===== config.mk =====
export PLATFORM = sky130hd
export DESIGN_NAME = led_tick_ctrl
export DESIGN_NICKNAME = d
export VERILOG_FILES = /design/src/rtl/led_tick_ctrl.sv
export SDC_FILE = /design/constraint.sdc
export NUM_CORES = 1
export LEC_CHECK = 0
export ABC_AREA = 1
export CAP_MARGIN = 5
export CORE_MARGIN = 3
export CORE_UTILIZATION = 30
export CTS_CLUSTER_DIAMETER = 100
export DETAILED_ROUTE_END_ITERATION = 8
export SLEW_MARGIN = 20
export SYNTH_ARGS = -nofsm -noshare
export SYNTH_HDL_FRONTEND = slang
export SYNTH_SLANG_ARGS = --single-unit
export TNS_END_PERCENT = 30

===== constraint.sdc =====
create_clock -name clk30 -period 2.37 [get_ports clk30]
set_clock_uncertainty 0.05 [all_clocks]
set_input_delay 0.474 -clock clk30 [delete_from_list [all_inputs] [get_ports clk30]]
set_output_delay 0.474 -clock clk30 [all_outputs]
set_load 0.005 [all_outputs]

===== src/rtl/led_tick_ctrl.sv =====
// -----------------------------------------------------------------------------
// led_tick_ctrl
//
// Drives the 7-bit LED counter from a single push-button. Everything runs on
// clk30; the count advances on single-cycle tick enables from a prescaler
// rather than on a derived clock.
//
//   * btn_n is synchronised, debounced, then classified as a short or long
//     press.
//   * A PAUSED / STEP / RUNNING state machine gates the prescaler:
//       PAUSED  : short press -> RUNNING, long press -> STEP
//       STEP    : one cycle, issues one tick, back to PAUSED
//       RUNNING : short press -> PAUSED, long press clears the count
//   * The prescaler period is CLK_FREQ >> rate_sel cycles (1/2/4/8 Hz).
//
// Ports:
//   clk30     in   system clock, rising edge
//   rst_n     in   asynchronous active-low reset
//   btn_n     in   raw push-button, asynchronous, 0 = pressed
//   rate_sel  in   [1:0] tick rate: 00 1 Hz, 01 2 Hz, 10 4 Hz, 11 8 Hz
//   tick      out  one-cycle pulse per count advance
//   count     out  [6:0] LED count
//   running   out  1 while in RUNNING
//   long_evt  out  one-cycle pulse when a press qualifies as long
// -----------------------------------------------------------------------------
module led_tick_ctrl #(
    parameter int unsigned CLK_FREQ          = 30000000,
    parameter int unsigned DEBOUNCE_CYCLES   = 300000,
    parameter int unsigned LONG_PRESS_CYCLES = 30000000
) (
    input  logic       clk30,
    input  logic       rst_n,
    input  logic       btn_n,
    input  logic [1:0] rate_sel,
    output logic       tick,
    output logic [6:0] count,
    output logic       running,
    output logic       long_evt
);

    // -------------------------------------------------------------------------
    // Counter widths. The hold counter must be able to hold LONG_PRESS_CYCLES
    // itself because it saturates there.
    // -------------------------------------------------------------------------
    localparam int unsigned PS_W   = (CLK_FREQ > 1) ? $clog2(CLK_FREQ) : 1;
    localparam int unsigned DB_W   = (DEBOUNCE_CYCLES > 1) ? $clog2(DEBOUNCE_CYCLES) : 1;
    localparam int unsigned HOLD_W = $clog2(LONG_PRESS_CYCLES + 1);

    localparam logic [DB_W-1:0]   DB_LAST   = DB_W'(DEBOUNCE_CYCLES - 1);
    localparam logic [HOLD_W-1:0] HOLD_MAX  = HOLD_W'(LONG_PRESS_CYCLES);
    localparam logic [HOLD_W-1:0] HOLD_LONG = HOLD_W'(LONG_PRESS_CYCLES - 1);

    typedef enum logic [1:0] {
        StPaused  = 2'd0,
        StStep    = 2'd1,
        StRunning = 2'd2
    } state_e;

    // -------------------------------------------------------------------------
    // Two-flop synchroniser. Resets to the released level so a button held
    // through reset is seen as a fresh press afterwards.
    // -------------------------------------------------------------------------
    logic sync1_q;
    logic sync2_q;

    always_ff @(posedge clk30 or negedge rst_n) begin
        if (!rst_n) begin
            sync1_q <= 1'b1;
            sync2_q <= 1'b1;
        end else begin
            sync1_q <= btn_n;
            sync2_q <= sync1_q;
        end
    end

    // -------------------------------------------------------------------------
    // Debounce. The counter runs only while the synced level disagrees with
    // the accepted level; any agreement restarts it, so short glitches never
    // get through.
    // -------------------------------------------------------------------------
    logic            db_level_q;
    logic            db_prev_q;
    logic [DB_W-1:0] db_cnt_q;

    always_ff @(posedge clk30 or negedge rst_n) begin
        if (!rst_n) begin
            db_level_q <= 1'b1;
            db_prev_q  <= 1'b1;
            db_cnt_q   <= '0;
        end else begin
            db_prev_q <= db_level_q;
            if (sync2_q != db_level_q) begin
                if (db_cnt_q == DB_LAST) begin
                    db_level_q <= sync2_q;
                    db_cnt_q   <= '0;
                end else begin
                    db_cnt_q <= db_cnt_q + 1'b1;
                end
            end else begin
                db_cnt_q <= '0;
            end
        end
    end

    logic pressed;
    logic press_edge;
    logic release_edge;

    assign pressed      = ~db_level_q;
    assign press_edge   = db_prev_q & ~db_level_q;
    assign release_edge = ~db_prev_q & db_level_q;

    // -------------------------------------------------------------------------
    // Press classification. hold_q counts pressed cycles and saturates, so
    // long_evt fires once per press and a release after it is silent.
    // -------------------------------------------------------------------------
    logic [HOLD_W-1:0] hold_q;
    logic [HOLD_W-1:0] hold_d;
    logic              short_evt_q;
    logic              long_hit;

    always_comb begin
        hold_d = hold_q;
        if (press_edge) begin
            hold_d = '0;
        end else if (pressed && (hold_q < HOLD_MAX)) begin
            hold_d = hold_q + 1'b1;
        end
    end

    // Fires only on the step into LONG-1, never while sitting there.
    assign long_hit = pressed && (hold_d == HOLD_LONG) && (press_edge || (hold_q != HOLD_LONG));

    always_ff @(posedge clk30 or negedge rst_n) begin
        if (!rst_n) begin
            hold_q      <= '0;
            long_evt    <= 1'b0;
            short_evt_q <= 1'b0;
        end else begin
            hold_q      <= hold_d;
            long_evt    <= long_hit;
            short_evt_q <= release_edge && (hold_q < HOLD_LONG);
        end
    end

    // -------------------------------------------------------------------------
    // Prescaler limit. The >= compare in the FSM lets a rate increase that
    // lands below the current prescaler value wrap on the next cycle.
    // -------------------------------------------------------------------------
    logic [PS_W-1:0] ps_limit;
    logic [PS_W-1:0] ps_q;
    logic            ps_wrap;

    always_comb begin
        if ((CLK_FREQ >> rate_sel) > 0) begin
            ps_limit = PS_W'((CLK_FREQ >> rate_sel) - 1);
        end else begin
            ps_limit = '0;
        end
    end

    assign ps_wrap = (ps_q >= ps_limit);

    // -------------------------------------------------------------------------
    // Main state machine with prescaler, tick and count.
    // tick is registered: it is high in the cycle after a prescaler wrap, and
    // for the whole single STEP cycle.
    // -------------------------------------------------------------------------
    state_e state_q;

    always_ff @(posedge clk30 or negedge rst_n) begin
        if (!rst_n) begin
            state_q <= StPaused;
            ps_q    <= '0;
            tick    <= 1'b0;
            count   <= '0;
        end else begin
            tick <= 1'b0;

            case (state_q)
                StPaused: begin
                    ps_q <= '0;
                    if (short_evt_q) begin
                        state_q <= StRunning;
                    end else if (long_evt) begin
                        state_q <= StStep;
                        tick    <= 1'b1;
                    end
                end

                StStep: begin
                    ps_q    <= '0;
                    state_q <= StPaused;
                end

                StRunning: begin
                    if (ps_wrap) begin
                        ps_q <= '0;
                        tick <= 1'b1;
                    end else begin
                        ps_q <= ps_q + 1'b1;
                    end
                    // A wrap coinciding with the pause still delivers its tick.
                    if (short_evt_q) begin
                        state_q <= StPaused;
                        ps_q    <= '0;
                    end
                end

                default: begin
                    state_q <= StPaused;
                    ps_q    <= '0;
                end
            endcase

            // Clear wins over a tick landing in the same cycle.
            if ((state_q == StRunning) && long_evt) begin
                count <= '0;
            end else if (tick) begin
                count <= count + 1'b1;
            end
        end
    end

    assign running = (state_q == StRunning);

endmodule


======== Word level (Yosys, flattened, before mapping) ========
Cells that the tools add are included.
word-level totals
  bits in registers ....................... 85
  input bits .............................. 5
  output and inout bits ................... 10
  word-level logic and storage cells ...... 61
operators by class
  add/subtract/negate cells ............... 5
  $lt $le $gt $ge ......................... 4
  equal/unequal tests ..................... 7
  shifts and indexed selects .............. 1
  mux-type cells .......................... 18
  bitwise operators ....................... 4
  reduce and logical (&&, ||, !) cells .... 10
operators with widths
  kind                   count
  $mux 25                6
  $add 25x1->25 const B  2
  $lt 25x25->1 const B   2
  $mux 19                2
  $gt 32x1->1 const B    1
  $shr 25x2->32 const A  1
  $eq 25x25->1 const B   1
  $ge 25x25->1           1
  $ne 25x25->1 const B   1
  $sub 25x1->25 const B  1
  $add 19x1->19 const B  1
  $eq 19x19->1 const B   1
  $mux 7                 2
  $add 7x1->7 const B    1
  $mux 2                 3
  $logic_and 1x1->1      5
  $pmux 2 s2             1
  $reduce_and 2->1       2
  $mux 1                 3
  $ne 3x3->1 const B     1
  $and 1x1->1            2
  $eq 2x2->1 const B     1
  $logic_not 2->1        1
  $ne 2x1->1 const B     1
  other kinds (5)        6

======== Longest topological paths before layout ========
Gate-level depths: netlist of the first run.
  depth in word-level cells ............... 7
  gate-level depth with buffers ........... 17
  mapped depth without buffers ............ 16

======== Least setup slack after synthesis of the first run ========
No wires, ideal clock.
  path type ............................... in2reg
  start point ............................. input port rate_sel[1]
  end point ............................... register ps_q[13]
  library setup time ...................... 0.132 ns
  arrival ................................. 2.297 ns
  data required time ...................... 2.188 ns
  slack ................................... -0.109 ns
  stages .................................. 13
  cell sequence ........................... inv_1 ha_1 ha_1 inv_1 nor3_1 nand2_1 o311ai_0 a21oi_1 nand3_1 inv_1 nand2_1 clkbuf_1 nor2_1
on the way
  word-level cells in the longest chain between the ends .. 7
  elaborated cells on any way between the ends .. 8
RTL lines
  what                                                 line      RTL
  start, declared                                      34        input logic [1:0] rate_sel,
  $shr 25x2->32 *                                      156       ps_limit = PS_W'((CLK_FREQ >> rate_sel) - 1);
  $gt 32x1->1 / $sub 25x1->25 (equally long branches)  155, 156
  $mux 25 *                                            155       if ((CLK_FREQ >> rate_sel) > 0) begin
  $ge 25x25->1 *                                       162       assign ps_wrap = (ps_q >= ps_limit);
  $mux 25 *                                            197       if (ps_wrap) begin
  $mux 25 *                                            204       if (short_evt_q) begin
  $mux 25 *                                            180       case (state_q)
  end signal, assigned                                 201       ps_q <= ps_q + 1'b1;
  end, declared                                        151       logic [PS_W-1:0] ps_q;
Mark *: on every way between the ends. The rest lies on a longest branch, timed or not.
A chain may end at the register's enable or synchronous reset.

======== Worst setup path in the final report of the first run ========
Same ends and word-level chain as after synthesis.

==> results by group, run 1 <==
CTS
  – Clk buf depth: 2
  – Max H-tree Level: 3
  – Root buffer cell: clkbuf_16
  – Clock Sinks: 85
  – CTS buffer count: 9
  – Clock-pin slew on the worst setup and hold paths: 0.06 ns
  – Clk_lat worst skew: 0.35 ns
  – CTS tree: built

Routing
  – Average via count per standard cell: 4.69
  – Final wirelength: 13.0 mm
  – DRT Pass-1 Iters: 5
  – Via Count: 4886
  – # DRC: 0
  – DRT iter0 DRCs: 276
  – DRT antenna net count: 0
  – Drt wl/cell: 12.5 um

Cells and area
  – Most frequent cells in the layout: 175 x nand2_1, 125 x nor2_1, 97 x inv_1, 79 x dfrtp_1, 43 x nand3_1
  – Synth-to-layout area growth: 20.9%
  – Most common cell after layout, fill and taps aside: nand2_1
  – ANT cells: 0
  – Share of cells above drive strength 1: 12.6%
  – Final cell count without fillers: 1041
  – Util after Layout: 37.1%
  – Filler cell count: 1862
  – Nets@finish: 847

GRT
  – First-pass GRT wire length: 22.4 mm
  – Vias in the first global route: 4724
  – Global route hottest layer: met2
  – Initial antenna violation count: 0
  – Met1 Use GR: 19.1%
  – Total GRT Usage: 13.6%
  – Met2 Resource Use GR: 21.2%
  – Largest net degree at the start of global routing: 43
  – Met3 usage in global routing: 2.59%
  – Total gr overflow: 0

Worst setup path
  – Worst Setup Start Kind: input pin
  – WP data required: 2.55 ns
  – Max stage delay on crit path: 0.33 ns
  – R2R Setup Slk: 0.20 ns
  – Crit path DAT: 2.44 ns
  – Worst Path Max Fanout: 12
  – WS Path Type: in2reg
  – CP max-delay cell: nor4_2
  – CP cell instances: dlygate4sd2_1, buf_4, ha_4, ha_4, nand4_1, nor4_2, nand4_1, nand3_2, inv_2, nand2_4, buf_12, nor2_1
  – Worst Setup End Kind: flop

Placed design
  – Place WS: -0.665 ns
  – Port bufs: 14
  – HPWL after DPL: 9.62 mm
  – Post-Place Cells: 1022
  – GP Congestion: 0.891

Pwr
  – Int Power: 2480 uW
  – Clock Power Share: 49.5%
  – Worst vdd ir: 0.324 mV
  – PD cells: 474 nW/um2
  – P_leak: 0.00303 uW
  – Seq pwr share: 46.0%
  – Combinational Power Share: 4.5%
  – Switching share of power: 22.1%
  – Sw Pwr: 701 uW

Floorplan
  – Core area: 18100 um2
  – Std cell rows: 49
  – Starting Density: 30.7%
  – Die width: 142 um
  – Number of placed I/O pins: 15
  – Die height: 142 um
  – Die area: 20200 um2

Hold path
  – Worst min path class: reg2reg

Synth
  – Seq cells post-synth: 85
  – Synth area leaders: dfrtp_1 37%, nand2_1 12%, nor2_1 8.6%
  – Mapped Area: 5550 um2
  – Syn. warnings: 0
  – Yosys cell types: 42
  – Yosys top cell by area: dfrtp_1
  – Synth Area per Inst: 7.31 um2
  – Syn Inst Count: 759
  – Post-synth top area share: 36.6%
  – Sequential-to-total area share from yosys stat: 38.4%

STA
  – Final period utilization: 95.5%
  – Setup violators final: 0
  – Hold Vio Cnt, Final: 0
  – Final WS setup: 0.107 ns
  – Hold WS: 0.307 ns
  – Tmin final: 2.26 ns
  – Highest clock rate: 442 MHz
  – Pins over their slew limit: 0

Job
  – Maxcap violations: 0

Outcome
  – Outcome: complete, no violations
[sequential cells by signal, indices dropped and copies added (netlist names)]
name,cells
count,7
hold_q,25
tick,1
db_cnt_q,19
sync2_q,1
state_q,2
db_prev_q,1
ps_q,25
sync1_q,1
short_evt_q,1
db_level_q,1
long_evt,1
[worst max-delay path, delay by kind of cell]
kind | cells | cell delay (ns)
simple gates | 6 | 0.85
buf+inv | 4 | 0.62
fa+ha+maj | 2 | 0.46
[per-stage QoR]
step | total power, uW | instance area, um2 | TNS [ns]
6_report | 3180 | 6700 | 0
5_1_grt | 3300 | 6700 | -0.0368
4_1_cts | 3220 | 6620 | 0
3_5_place_dp | 1620 | 6180 | -16.42
3_3_place_gp | 1620 | 6180 | -14.67
2_1_floorplan | 1540 | 5550 | 0
[metal layers]
metal,part of all wire (%),routed length [um]
met1,50,6560
met2,45,5780
met3,3.1,409
met4,1.8,235
met5,0,0
[Yosys cell counts (all sizes together)]
library cell	n
a211oi	3
a21oi	24
a31oi	2
a41oi	1
and3	4
buf	7
clkbuf	4
conb	2
dfrtp	81
dfstp	4
ha	35
inv	104
mux2	1
nand2	181
nand3	46
nand3b	2
nand4	21
nor2	135
nor3	32
nor3b	3
nor4	6
o211ai	1
o21ai	16
o21bai	4
o22ai	2
o311ai	1
o32ai	2
o41ai	1
or2	1
xnor2	10
xor2	23
[logic make-up (layout without fill, tap and decap cells)]
kind of cell	count (synthesis)	in the layout	synth area share, %
other	2	3	0.135
XOR/XNOR	33	33	5.21
adder cells (fa/ha/maj)	35	35	7.90
AND/OR/NAND/NOR	431	431	33.9
multiplexers	1	1	0.203
AO/OA/AOI/OAI	57	57	5.93
buffers and inverters	115	167	8.26
flip-flops	85	85	38.4
[area by class of cell]
class	count	area, um2	share of cell area, %
clock buffer	10	239	3.56
multi-input combinational	560	3110	46.4
clock inverter	6	95.1	1.42
sequential	85	2130	31.8
timing repair buffer	47	447	6.66
tap	229	287	4.27
inverter	104	390	5.82
[repair_timing]
| action | CTS | global route |
|---|---|---|
| buffers inserted | 0 | 1 |
| hold buffers | 1 | 0 |
| endpoints found under the hold margin | 3 | 0 |
| pin swaps | 5 | 5 |
| endpoints found under the setup margin | 26 | 25 |
| resized for setup | 22 | 15 |
| cloned | 1 | 0 |
[power groups by stage]
stage / clock, uW / sequential, uW / combinational [uW]
after floorplan: 0 / 1490 / 52.3
after global placement: 0 / 1490 / 129
after detailed placement: 0 / 1490 / 130
after CTS: 1620 / 1460 / 139
after global routing: 1670 / 1460 / 165
final: 1570 / 1460 / 142
[worst paths after layout]
check,from,to,depth (start not counted)
max reg2reg,hold_q[18],long_evt,14
min,sync1_q,sync2_q,0
max,rate_sel[1],ps_q[13],12
min in group asynchronous,rst_n,hold_q[12],2
min reg2reg,sync1_q,sync2_q,0
max in group asynchronous,rst_n,sync1_q,3
(Power assumes the default switching activity.)
==> inputs of run 2 (changes only) <==
--- a/config.mk
+++ b/config.mk
@@ -6,7 +6,6 @@
 export NUM_CORES = 1
 export LEC_CHECK = 0
 export ABC_AREA = 1
-export CAP_MARGIN = 5
 export CORE_MARGIN = 3
 export CORE_UTILIZATION = 30
 export CTS_CLUSTER_DIAMETER = 100
==> results of run 2 <==
Same layout as run 1: the final DEF is identical, and so are final timing and power.
==> inputs of run 3 (changes only) <==
--- a/config.mk
+++ b/config.mk
@@ -8,8 +8,9 @@
 export ABC_AREA = 1
 export CORE_MARGIN = 3
 export CORE_UTILIZATION = 30
-export CTS_CLUSTER_DIAMETER = 100
 export DETAILED_ROUTE_END_ITERATION = 8
+export REMOVE_ABC_BUFFERS = 1
+export SKIP_CTS_REPAIR_TIMING = 1
 export SLEW_MARGIN = 20
 export SYNTH_ARGS = -nofsm -noshare
 export SYNTH_HDL_FRONTEND = slang
==> run 3 against run 2 <==
Worst hold slack worse by 0.27 ns. Die area stayed put. First-iteration DRC count is 33% higher. Clock-buffer cell count is 1 lower.
==> results by group, run 3 (synthesized netlist as in run 1, its figures left out) <==
Routing
  – DRT antenna net count: 0 (unchanged)
  – # DRC: 0 (unchanged)
  – Average via count per standard cell: 4.60 (-1.9%)
  – Via Count: 4783 (-2.1%)
  – Drt wl/cell: 11.9 um (-4.4%)
  – DRT iter0 DRCs: 368 (+33%)
  – Final wirelength: 12.4 mm (-4.6%)
  – DRT Pass-1 Iters: 5 (unchanged)

CTS
  – Clk_lat worst skew: 0.34 ns (about the same)
  – Max H-tree Level: 3 (unchanged)
  – Clock-pin slew on the worst setup and hold paths: 0.07 ns (about the same)
  – Clock Sinks: 85 (unchanged)
  – CTS buffer count: 9 (unchanged)
  – Clk buf depth: 2 (unchanged)
  – Root buffer cell: clkbuf_16
  – CTS tree: built

Floorplan
  – Die height: 142 um (unchanged)
  – Die width: 142 um (unchanged)
  – Std cell rows: 49 (unchanged)
  – Core area: 18100 um2 (unchanged)
  – Die area: 20200 um2 (unchanged)
  – Number of placed I/O pins: 15 (unchanged)
  – Starting Density: 30.7% (unchanged)

Pwr
  – Combinational Power Share: 4.3% (-0.2 points)
  – Sw Pwr: 703 uW (+0.35%)
  – Worst vdd ir: 0.389 mV (+20%)
  – Clock Power Share: 47.7% (-1.8 points)
  – P_leak: 0.00304 uW (+0.24%)
  – Int Power: 2340 uW (-5.5%)
  – Seq pwr share: 48.0% (+2.0 points)
  – Switching share of power: 23.1% (+1.0 points)
  – PD cells: 460 nW/um2 (-2.9%)

STA
  – Unrepaired setup endpoints after global routing: true
  – Highest clock rate: 457 MHz (+3.4%)
  – Pins over their slew limit: 0 (unchanged)
  – TNS Setup: 0 ns (unchanged)
  – Hold Vio Cnt, Final: 0 (unchanged)
  – Actual slew at the worst max-slew pin: 0.503 ns
  – Final period utilization: 92.4% (-3.1 points)
  – Setup violators final: 0 (unchanged)
  – Max-slew headroom: 66.5%
  – Tmin final: 2.19 ns (-0.0735 ns)

Hold path
  – Worst min path class: in2async

Worst setup path
  – Crit-path leading delay family: simple AND/OR/NAND/NOR gates
  – CP Buf/Inv Count: 5 (+1)
  – CP max-delay cell: ha_1
  – Max stage delay on crit path: 0.31 ns (-0.02 ns)
  – Reg2reg end: long_evt
  – Beginning of the critical path: rate_sel[0]
  – WP data required: 2.55 ns (about the same)
  – Worst Setup Start Kind: input pin
  – R2r startpoint: hold_q[17]
  – Reg2Reg Depth: 14 (unchanged)
  – WS Path Type: in2reg
  – R2R Setup Slk: 0.19 ns (about the same)
  – Worst Setup End Kind: flop
  – Crit path DAT: 2.37 ns (-0.07 ns)
  – CP cell instances: dlymetal6s2s_1, inv_2, ha_4, inv_1, ha_1, nand4_1, nor4_2, nand4_1, nand3_2, inv_2, nand2_4, clkbuf_16, nor2_1
  – Worst Path Max Fanout: 8 (-4)

Cells and area
  – Filler cell count: 1856 (-0.32%)
  – Biggest regs: hold_q (25), ps_q (25), db_cnt_q (19)
  – Final instance area: 6610 um2 (-1.3%)
  – ANT cells: 0 (unchanged)
  – Most frequent cells in the layout: 175 x nand2_1, 124 x nor2_1, 99 x inv_1, 81 x dfrtp_1, 44 x nand3_1
  – Most common cell after layout, fill and taps aside: nand2_1
  – Final cell count without fillers: 1039 (-0.19%)
  – Synth-to-layout area growth: 19.3%
  – Nets@finish: 845 (-0.24%)
  – Share of cells above drive strength 1: 11.7% (-0.83 points)

Placed design
  – GP Congestion: 0.880 (-1.2%)
  – Port bufs: 14 (unchanged)
  – HPWL after DPL: 9.60 mm (-0.22%)
  – Post-DP Area: 6160 um2 (-0.32%)
  – Post-Place Cells: 1021 (-0.098%)

GRT
  – Total GRT Usage: 13.0% (-0.62 points)
  – First-pass GRT wire length: 21.6 mm (-3.7%)
  – Total gr overflow: 0 (unchanged)
  – Vias in the first global route: 4597 (-2.7%)
  – Largest net degree at the start of global routing: 39 (-9.3%)
  – Initial antenna violation count: 0 (unchanged)

Job
  – Maxcap violations: 0 (unchanged)

Outcome
  – Outcome: complete, no violations
## run 3: layout make-up
cell class	instances	area [um2]	area share (%)
clock inverters	7	81.3	1.23
repair buffers	45	429	6.49
flip-flops and latches	85	2130	32.2
well taps	229	287	4.33
multi-input cells	560	3070	46.4
clock buffers	9	225	3.41
inverters	104	390	5.90
## run 3: worst max path at each step
stage | to | slack, ns | cells past startpoint
floorplan | ps_q[13] | -0.13 | 12
global placement | ps_q[13] | -0.61 | 13
detailed placement | ps_q[14] | -0.68 | 13
CTS | ps_q[8] | -0.30 | 15
global route | long_evt | -0.03 | 14
finish | ps_q[15] | 0.18 | 13
## run 3: stage by stage
| stage | total power, uW | utilization (%) | hold WS, ns | setup slack (ns) |
|---|---|---|---|---|
| global route | 3180 | 36.6 | 0.0697 | -0.0277 |
| detailed placement | 1620 | 34.0 | 0.301 | -0.682 |
| global placement | 1610 | 34.0 | 0.298 | -0.614 |
| CTS | 3090 | 35.7 | 0.0501 | -0.305 |
| floorplan | 1540 | - | 0.128 | -0.134 |
| finish | 3050 | 36.6 | 0.0362 | 0.181 |
## run 3: routing by layer
layer | track usage [%] | up-vias | wire length (um)
met5 | 0 | - | 0
met4 | 3.23 | 0 | 157
met3 | 2.69 | 12 | 361
met2 | 20.3 | 55 | 5610
met1 | 18.4 | 2186 | 6260
li1 | - | 2530 | -
## run 3: worst register-to-register path, cell delays in order, from the launching register on
cell	delay [ns]
dfrtp_1	0.47
nor2_1	0.13
nand2_1	0.09
nor2_4	0.18
nand3_2	0.13
nand2_1	0.09
nor2_2	0.04
buf_4	0.18
nand3_1	0.08
nand2_1	0.05
nor2_1	0.13
nand2_1	0.09
nor2_2	0.13
nand3_1	0.12
nor2_2	0.15
## run 3: power by group through the flow
stage / Combinational [uW] / Clock [uW] / Sequential [uW]
global placement: 125 / 0 / 1490
floorplan: 51.8 / 0 / 1490
CTS: 127 / 1510 / 1460
finish: 131 / 1450 / 1460
detailed placement: 126 / 0 / 1490
global route: 154 / 1570 / 1460
